`config.mk`:
```
export PLATFORM = sky130hd
export DESIGN_NAME = max_unpool2d_stream
export DESIGN_NICKNAME = d
export VERILOG_FILES = /design/src/rtl/max_unpool2d_stream.sv
export SDC_FILE = /design/constraint.sdc
export NUM_CORES = 2
export LEC_CHECK = 0
export CAP_MARGIN = 20
export CELL_PAD_IN_SITES_DETAIL_PLACEMENT = 1
export CELL_PAD_IN_SITES_GLOBAL_PLACEMENT = 2
export CORE_ASPECT_RATIO = 1.75
export CORE_MARGIN = 2
export CORE_UTILIZATION = 46
export CTS_CLUSTER_DIAMETER = 40
export CTS_CLUSTER_SIZE = 25
export DETAILED_ROUTE_END_ITERATION = 7
export PLACE_DENSITY = 0.86
export SLEW_MARGIN = 20
export SYNTH_ARGS = -nofsm -noshare
export SYNTH_HDL_FRONTEND = slang
export SYNTH_SLANG_ARGS = --single-unit
export TNS_END_PERCENT = 10
```
`constraint.sdc`:
```
create_clock -name clk -period 2.8 [get_ports clk]
set_clock_uncertainty 0.15 [all_clocks]
set_input_delay 0.84 -clock clk [delete_from_list [all_inputs] [get_ports clk]]
set_output_delay 0.84 -clock clk [all_outputs]
set_load 0.01 [all_outputs]
```
`src/rtl/max_unpool2d_stream.sv`:
```
// max_unpool2d_stream: streaming 2-D max-unpool (inverse of max-pool).
// Buffers one pooled row of {value, argmax index} pairs, then replays it over
// POOL_SIZE output rows in HWC raster order, placing each value at its argmax
// position and zero elsewhere.
// Build option: define MAX_UNPOOL_NEAREST_EN to ignore in_idx and replicate the
// value over the whole window (nearest-neighbour upsample).
module max_unpool2d_stream #(
   parameter int IN_WIDTH   = 16,
   parameter int IN_HEIGHT  = 16,
   parameter int CHANNELS   = 16,
   parameter int POOL_SIZE  = 2,
   parameter int ACTIV_BITS = 8,
   localparam int IDX_BITS  = (POOL_SIZE * POOL_SIZE > 1) ? $clog2(POOL_SIZE * POOL_SIZE) : 1
) (
   input  logic                  clk,
   input  logic                  rst_n,
   input  logic                  in_valid,
   output logic                  in_ready,
   input  logic [ACTIV_BITS-1:0] in_data,
   input  logic [IDX_BITS-1:0]   in_idx,
   output logic                  out_valid,
   input  logic                  out_ready,
   output logic [ACTIV_BITS-1:0] out_data,
   output logic                  out_last
);

   localparam int ROW_N = IN_WIDTH * CHANNELS;
   localparam int AW    = (ROW_N > 1)     ? $clog2(ROW_N)     : 1;
   localparam int XW    = (IN_WIDTH > 1)  ? $clog2(IN_WIDTH)  : 1;
   localparam int YW    = (IN_HEIGHT > 1) ? $clog2(IN_HEIGHT) : 1;
   localparam int CW    = (CHANNELS > 1)  ? $clog2(CHANNELS)  : 1;
   localparam int PW    = (POOL_SIZE > 1) ? $clog2(POOL_SIZE) : 1;
   localparam int WW    = ACTIV_BITS + IDX_BITS;

   localparam logic [0:0] S_FILL = 1'b0;
   localparam logic [0:0] S_EMIT = 1'b1;

   logic [0:0]            state_q, state_d;
   logic [AW-1:0]         fill_q, fill_d;
   logic [PW-1:0]         dy_q, dy_d, dx_q, dx_d;
   logic [XW-1:0]         px_q, px_d;
   logic [CW-1:0]         c_q, c_d;
   logic [YW-1:0]         py_q, py_d;
   logic                  out_valid_q, out_valid_d;
   logic                  out_last_q, out_last_d;
   logic [ACTIV_BITS-1:0] out_data_q, out_data_d;

   logic [WW-1:0]         row_mem [ROW_N];
   logic                  wr_en;
   logic [AW-1:0]         rd_addr;
   logic [WW-1:0]         rd_word;
   logic [ACTIV_BITS-1:0] rd_val;
   logic [IDX_BITS-1:0]   rd_idx;
   logic [31:0]           win_pos;
   logic                  keep;
   logic                  load;
   logic                  c_end, dx_end, px_end, dy_end, py_end, row_end, fill_end;

   assign in_ready  = (state_q == S_FILL);
   assign out_valid = out_valid_q;
   assign out_data  = out_data_q;
   assign out_last  = out_last_q;

   assign rd_addr = AW'(32'(px_q) * 32'(CHANNELS) + 32'(c_q));
   assign rd_word = row_mem[rd_addr];
   assign rd_val  = rd_word[WW-1:IDX_BITS];
   assign rd_idx  = rd_word[IDX_BITS-1:0];
   assign win_pos = 32'(dy_q) * 32'(POOL_SIZE) + 32'(dx_q);

   assign c_end    = (c_q == CW'(CHANNELS - 1));
   assign dx_end   = (dx_q == PW'(POOL_SIZE - 1));
   assign px_end   = (px_q == XW'(IN_WIDTH - 1));
   assign dy_end   = (dy_q == PW'(POOL_SIZE - 1));
   assign py_end   = (py_q == YW'(IN_HEIGHT - 1));
   assign row_end  = c_end && dx_end && px_end && dy_end;
   assign fill_end = (fill_q == AW'(ROW_N - 1));
   assign load     = (state_q == S_EMIT) && (!out_valid_q || out_ready);

   // Row buffer write; storage only, so no reset.
   always_ff @(posedge clk) begin
      if (wr_en) row_mem[fill_q] <= {in_data, in_idx};
   end

   // Next-state: row fill, replay counters and output register.
   always_comb begin
      state_d     = state_q;
      fill_d      = fill_q;
      dy_d        = dy_q;
      dx_d        = dx_q;
      px_d        = px_q;
      c_d         = c_q;
      py_d        = py_q;
      out_valid_d = out_valid_q;
      out_data_d  = out_data_q;
      out_last_d  = out_last_q;
      wr_en       = 1'b0;
`ifdef MAX_UNPOOL_NEAREST_EN
      keep        = 1'b1;
`else
      // Out-of-range indices never match any window position.
      keep        = (32'(rd_idx) == win_pos);
`endif

      if (out_valid_q && out_ready) begin
         out_valid_d = 1'b0;
         out_last_d  = 1'b0;
      end

      case (state_q)
         S_FILL: begin
            if (in_valid) begin
               wr_en = 1'b1;
               if (fill_end) begin
                  fill_d  = '0;
                  state_d = S_EMIT;
               end else begin
                  fill_d = fill_q + 1'b1;
               end
            end
         end
         default: begin
            if (load) begin
               out_valid_d = 1'b1;
               out_data_d  = keep ? rd_val : '0;
               out_last_d  = row_end && py_end;
               // Odometer: c fastest, then dx, px, dy.
               if (!c_end) begin
                  c_d = c_q + 1'b1;
               end else begin
                  c_d = '0;
                  if (!dx_end) begin
                     dx_d = dx_q + 1'b1;
                  end else begin
                     dx_d = '0;
                     if (!px_end) begin
                        px_d = px_q + 1'b1;
                     end else begin
                        px_d = '0;
                        dy_d = dy_end ? '0 : dy_q + 1'b1;
                     end
                  end
               end
               if (row_end) begin
                  state_d = S_FILL;
                  py_d    = py_end ? '0 : py_q + 1'b1;
               end
            end
         end
      endcase
   end

   // State and output registers with asynchronous active-low reset.
   always_ff @(posedge clk or negedge rst_n) begin
      if (!rst_n) begin
         state_q     <= S_FILL;
         fill_q      <= '0;
         dy_q        <= '0;
         dx_q        <= '0;
         px_q        <= '0;
         c_q         <= '0;
         py_q        <= '0;
         out_valid_q <= 1'b0;
         out_data_q  <= '0;
         out_last_q  <= 1'b0;
      end else begin
         state_q     <= state_d;
         fill_q      <= fill_d;
         dy_q        <= dy_d;
         dx_q        <= dx_d;
         px_q        <= px_d;
         c_q         <= c_d;
         py_q        <= py_d;
         out_valid_q <= out_valid_d;
         out_data_q  <= out_data_d;
         out_last_q  <= out_last_d;
      end
   end

endmodule

```
Yosys cells after proc, flatten, opt, wreduce, memory -nomap -nowiden
Memories as Yosys holds them, arrays and structs flattened.
Cells that the tools add are included.
W data, S select, Z words.
{"block": "word_totals", "ff_bits": 33, "ram_bits": 2560, "mem_count": 1}
{"block": "op_classes", "n_addsub": 8, "reduce_logical": 14, "muxes": 22, "n_eq_ne": 5, "bitwise_logic": 1}
{"memory": "row_mem", "words": 256, "word_bits": 10, "rd": 1, "rd_clocked_by_memory_dff": 0, "write_ports": 1, "line": "48", "rtl": "logic [WW-1:0] row_mem [ROW_N];"}
{"operator": "$mux W1", "n": 17}
{"operator": "$mux W8", "n": 2}
{"operator": "$add A4 B1 Y4 const B", "n": 3}
{"operator": "$eq A4 B4 Y1 const B", "n": 3}
{"operator": "$mux W4", "n": 3}
{"operator": "$add A8 B1 Y8 const B", "n": 1}
{"operator": "$add A8 B4 Y8", "n": 1}
{"operator": "$eq A8 B8 Y1 const B", "n": 1}
{"operator": "$logic_and A1 B1 Y1", "n": 6}
{"operator": "$reduce_and A3 Y1", "n": 2}
{"operator": "$reduce_and A5 Y1", "n": 1}
{"operator": "$reduce_and A2 Y1", "n": 2}
{"operator": "$reduce_and A4 Y1", "n": 1}
{"operator": "$add A2 B1 Y3", "n": 1}
{"operator": "$eq A2 B3 Y1", "n": 1}
{"operator": "$add A1 B1 Y1 const B", "n": 2}
{"operator": "$logic_not A1 Y1", "n": 1}
{"operator": "$logic_or A1 B1 Y1", "n": 1}
{"operator": "$not A1 Y1", "n": 1}

Longest topological paths before layout
{"block": "depth", "depth_word": 7, "mapped_depth": 15}

Worst setup path after synthesis
No wires, ideal clock.
{"block": "synth_timing", "path_type": "reg-to-reg", "startpoint": "register c_q[0]", "endpoint": "register out_data_q[0], in the netlist out_data[0]", "arrival_ps": 2668, "required_time_ps": 2510, "path_stages_with_launch": 14, "path_slack_ps": -158, "path_cell_list": "dfrtp_1 > buf_6 > buf_6 > buf_8 > buf_6 > buf_4 > buf_2 > mux4_2 > a221oi_1 > o22ai_1 > a21oi_1 > nand2_1 > o211ai_1 > o41ai_1"}
{"block": "synth_via", "elab_chain_len": 4}
{"element": "start: declaration", "line": "42", "rtl": "logic [CW-1:0] c_q, c_d;"}
{"element": "start signal: assignment", "line": "160", "rtl": "c_q <= '0;"}
{"element": "start signal: assignment", "line": "171", "rtl": "c_q <= c_d;"}
{"element": "$add A8 B4 Y8 *", "line": "64", "rtl": "assign rd_addr = AW'(32'(px_q) * 32'(CHANNELS) + 32'(c_q));"}
{"element": "$mem_v2 Z256 W10 *"}
{"element": "$eq A2 B3 Y1", "line": "101", "rtl": "keep = (32'(rd_idx) == win_pos);"}
{"element": "$mux W8 *", "line": "124", "rtl": "out_data_d = keep ? rd_val : '0;"}
{"element": "end signal: assignment", "line": "174", "rtl": "out_data_q <= out_data_d;"}
{"element": "end: declaration", "line": "46", "rtl": "logic [ACTIV_BITS-1:0] out_data_q, out_data_d;"}
Every way passes the cells marked *; elsewhere a longest branch is shown, timed or not.
A chain may end at the register's enable or synchronous reset.

Worst setup path after layout
{"block": "layout_timing", "startpoint": "register c_q[0]", "endpoint": "register out_data_q[3], in the netlist out_data[3]"}
The elaborated chain is that of the path after synthesis.

==> flow_summary.toml <==
[cells_and_area]
instances_no_fill = 8598
drive_above_1_share_pct = 36.3
areaGrowthSynthToFinish_pct = 19.1
layout_common_cells = "edfxtp_1, buf_4, mux4_2"
final_nets = 5627
final_core_util_pct = 55.0
final_common_cell = "edfxtp_1"

[cts]
h-tree-depth = 4
cts-root-buf = "clkbuf_16"
clkSinkCount = 2593
clk_pin_slew_worst_paths_ps = 100
clockBufferDepth = 4
clock_latency_ps = 880
cts_tree = "done"
cts_inserted_buffers = 164

[timing]
fin_crit_sh_pct = 155
slew_viol_final = 2
fmax_ghz = 0.230
tns_ps = -12400
grt_setup_unrepaired = "true"
max_slew_margin_pct = -5.45
setup_violations = 22
finalHoldViolations = 0
worst_pin_slew_ps = 1570
worst_slack_ps = -1550
period_needed_ps = 4350

[die]
design.core.area_sq_um = 216000
die_area_sq_um = 221000
die_y_microns = 620
fp.dieW_microns = 356
rows = 226
io_pins = 25
initial_core_util_pct = 46.2

[grt]
grt-ovfl-total = 0
grt_use_total_pct = 31.2
grt_pass1_vias = 59399
grt_antenna_before_repair = 19
grt_max_degree = 97
grt_pass1_wl_microns = 477000

[synthesis]
synth.mux.area_fraction_pct = 14.5
seq_area_frac_synth_pct = 77.8
synth.area.top_cells = "edfxtp_1, mux4_2, nor2_1, a22oi_1, dfrtp_1"
synth_top_family_by_area = "multiplexers"
synth_compound_area_share_pct = 3.38
ys_seq_elements = 2593
synthCells = 4658
synth_xor_area_share_pct = 0.104
yosysUniqueCellTypes = 63
synth_edf_count = 2560
synth_area_leader_cell = "edfxtp_1"
synth-simple-area-share_pct = 2.57
synthAdderAreaFrac_pct = 0.0877
yosys_warnings = 0
syn_area_sq_um = 99900
ys_async_sr_fraction_pct = 1.27
syn_nets = 4679
synth-main-ff-cell = "edfxtp_1"
synth.avg_cell_area_sq_um = 21.4
yosysTopAreaCellShare_pct = 77.0

[power_and_ir_drop]
irDropWorstVdd_mv = 0.790
seqPwrFrac_pct = 40.7
p_switching_mw = 36.3
leakagePower_nw = 38.3
intPower_mw = 69.1
comb_power_share_pct = 33.7
p_clk_share_pct = 25.6
p_sw_share_pct = 34.4
power_mw = 105
power.density_nw_per_um2 = 886

[hold_path]
hp-class = "in -> reg"

[route]
vias = 59430
firstDrtPassIters = 6
wl_per_cell_microns = 43.0
via_per_inst = 6.91
finalWirelength_microns = 370000
drc_errors = 0
drt_iter0_markers = 9568
ant_nets = 0

[worst_setup_path]
critPathKind = "reg -> reg"
crit_path_start_kind = "flip-flop"
rr_worst_depth = 12
cp.arrival_ps = 4950
worstSetupStartpoint = "c_q[0]"
cp-end-kind = "flip-flop"
worstPathMaxFanout = 22
critical_path_required_ps = 3400
crit_end = "out_data[3]"
reg2reg_from = "c_q[0]"
r2r_end = "out_data[3]"
r2r_slack_ps = -1550

[outcome]
violations = "max-capacitance violations, max-slew violations, negative setup slack"
status = "finished with violations"

[place]
dpl.hpwl_microns = 218000
io_buffers = 24
dp.cells = 8222
place.gp.congestion = 0.944

[job]
cap_violations = 1
power groups by stage:
| stage | logic (mW) | registers, mW | clock network [mW] |
|---|---|---|---|
| after global placement | 28.8 | 43.7 | 0 |
| after detailed placement | 29.6 | 43.7 | 0 |
| after floorplan | 13.8 | 43.6 | 0 |
| after global routing | 35.5 | 42.9 | 27.9 |
| after CTS | 31.9 | 42.8 | 26.4 |
| final | 35.5 | 42.9 | 27.0 |
layout make-up:
| type | count | area, sq um |
|---|---|---|
| sequential | 2593 | 77700 |
| multi-input combinational | 1780 | 21700 |
| fill | 18653 | 97400 |
| clock buffer | 181 | 4250 |
| clock inverter | 103 | 1250 |
| timing repair buffer | 1056 | 10300 |
| tap | 2850 | 3570 |
| inverter | 11 | 41.3 |
| antenna | 24 | 60.1 |
cells by family (layout without fill, tap and decap cells):
kind of cell / Yosys count / after routing
flops: 2593 / 2593
mux: 699 / 699
simple gates: 591 / 591
compound gates: 472 / 472
buf+inv: 285 / 1351
xor+xnor: 11 / 11
fa+ha+maj: 7 / 7
other cells: 0 / 24
critical path, cell delays in order (launching register included):
cell	delay, ps
dfrtp_4	540
buf_12	180
buf_12	170
buf_12	180
mux4_2	370
o22a_1	160
o221ai_2	310
nor3_2	960
o21ai_2	230
buf_4	200
nand3_1	70
o211ai_1	150
o41ai_2	440
registers in the layout, summed over array words and instances, names as in the netlist:
| signal | count |
|---|---|
| c_q | 4 |
| dx_end | 1 |
| dy_end | 1 |
| fill_q | 8 |
| out_data | 8 |
| out_last | 1 |
| out_valid | 1 |
| px_q | 4 |
| py_q | 4 |
| row_mem | 2560 |
| state_q | 1 |
metrics by stage:
stage,hold WS (ps),worst slack (ps),area (sq um)
global placement,320,-1380,111000
global route,248,-1760,119000
detailed placement,333,-1550,111000
floorplan,323,-62.1,100000
CTS,239,-673,118000
finish,265,-1550,119000
synth_stat cells, types with 5 or more instances:
| master | number |
|---|---|
| o22ai_1 | 77 |
| o21ai_0 | 33 |
| edfxtp_1 | 2560 |
| a22o_1 | 33 |
| or2_2 | 5 |
| nor3_1 | 23 |
| ha_1 | 7 |
| mux2_2 | 24 |
| o41ai_1 | 8 |
| nand3_1 | 64 |
| dfrtp_1 | 33 |
| a221oi_1 | 34 |
| buf_6 | 19 |
| nand4_1 | 12 |
| xnor2_1 | 7 |
| o221ai_1 | 20 |
| mux2i_1 | 77 |
| a21oi_1 | 60 |
| o22a_1 | 6 |
| clkbuf_1 | 127 |
| nand2_1 | 120 |
| buf_1 | 7 |
| o31ai_1 | 7 |
| mux4_2 | 598 |
| and3_1 | 6 |
| nand2b_1 | 12 |
| nor2_1 | 295 |
| a22oi_1 | 133 |
| nor4_1 | 12 |
| and2_1 | 10 |
| buf_4 | 62 |
| a32oi_1 | 8 |
| a2111oi_0 | 8 |
| nor2b_1 | 23 |
| a211oi_1 | 16 |
| inv_1 | 9 |
| o211ai_1 | 6 |
| buf_2 | 58 |
how the worst min path moves through the flow:
stage	endpoint	startpoint	cells past startpoint	slack, ps
final	row_mem[97][7]	in_data[5]	1	260
after global routing	row_mem[97][7]	in_data[5]	1	250
after CTS	row_mem[97][7]	in_data[5]	1	240
after detailed placement	out_last	out_last	2	330
after global placement	out_last	out_last	2	320
after floorplan	py_q[3]	py_q[3]	1	320
metal layers:
| layer | vias up | global-route usage [%] | routed length, microns |
|---|---|---|---|
| met4 | 30 | 27.6 | 41600 |
| met1 | 30632 | 33.5 | 109000 |
| met3 | 1755 | 6.13 | 40300 |
| li1 | 21427 | - | - |
| met5 | - | 0 | 183 |
| met2 | 5586 | 52.2 | 179000 |
what timing repair did:
item                       in CTS  in global routing
hold endpoints to repair       25                  0
cloned                          8                  1
pin swaps                      32                 31
buffers inserted               28                 32
hold buffers                    1                  0
resized for setup             179                 44
setup endpoints to repair      19                 21
(Power assumes the default switching activity.)
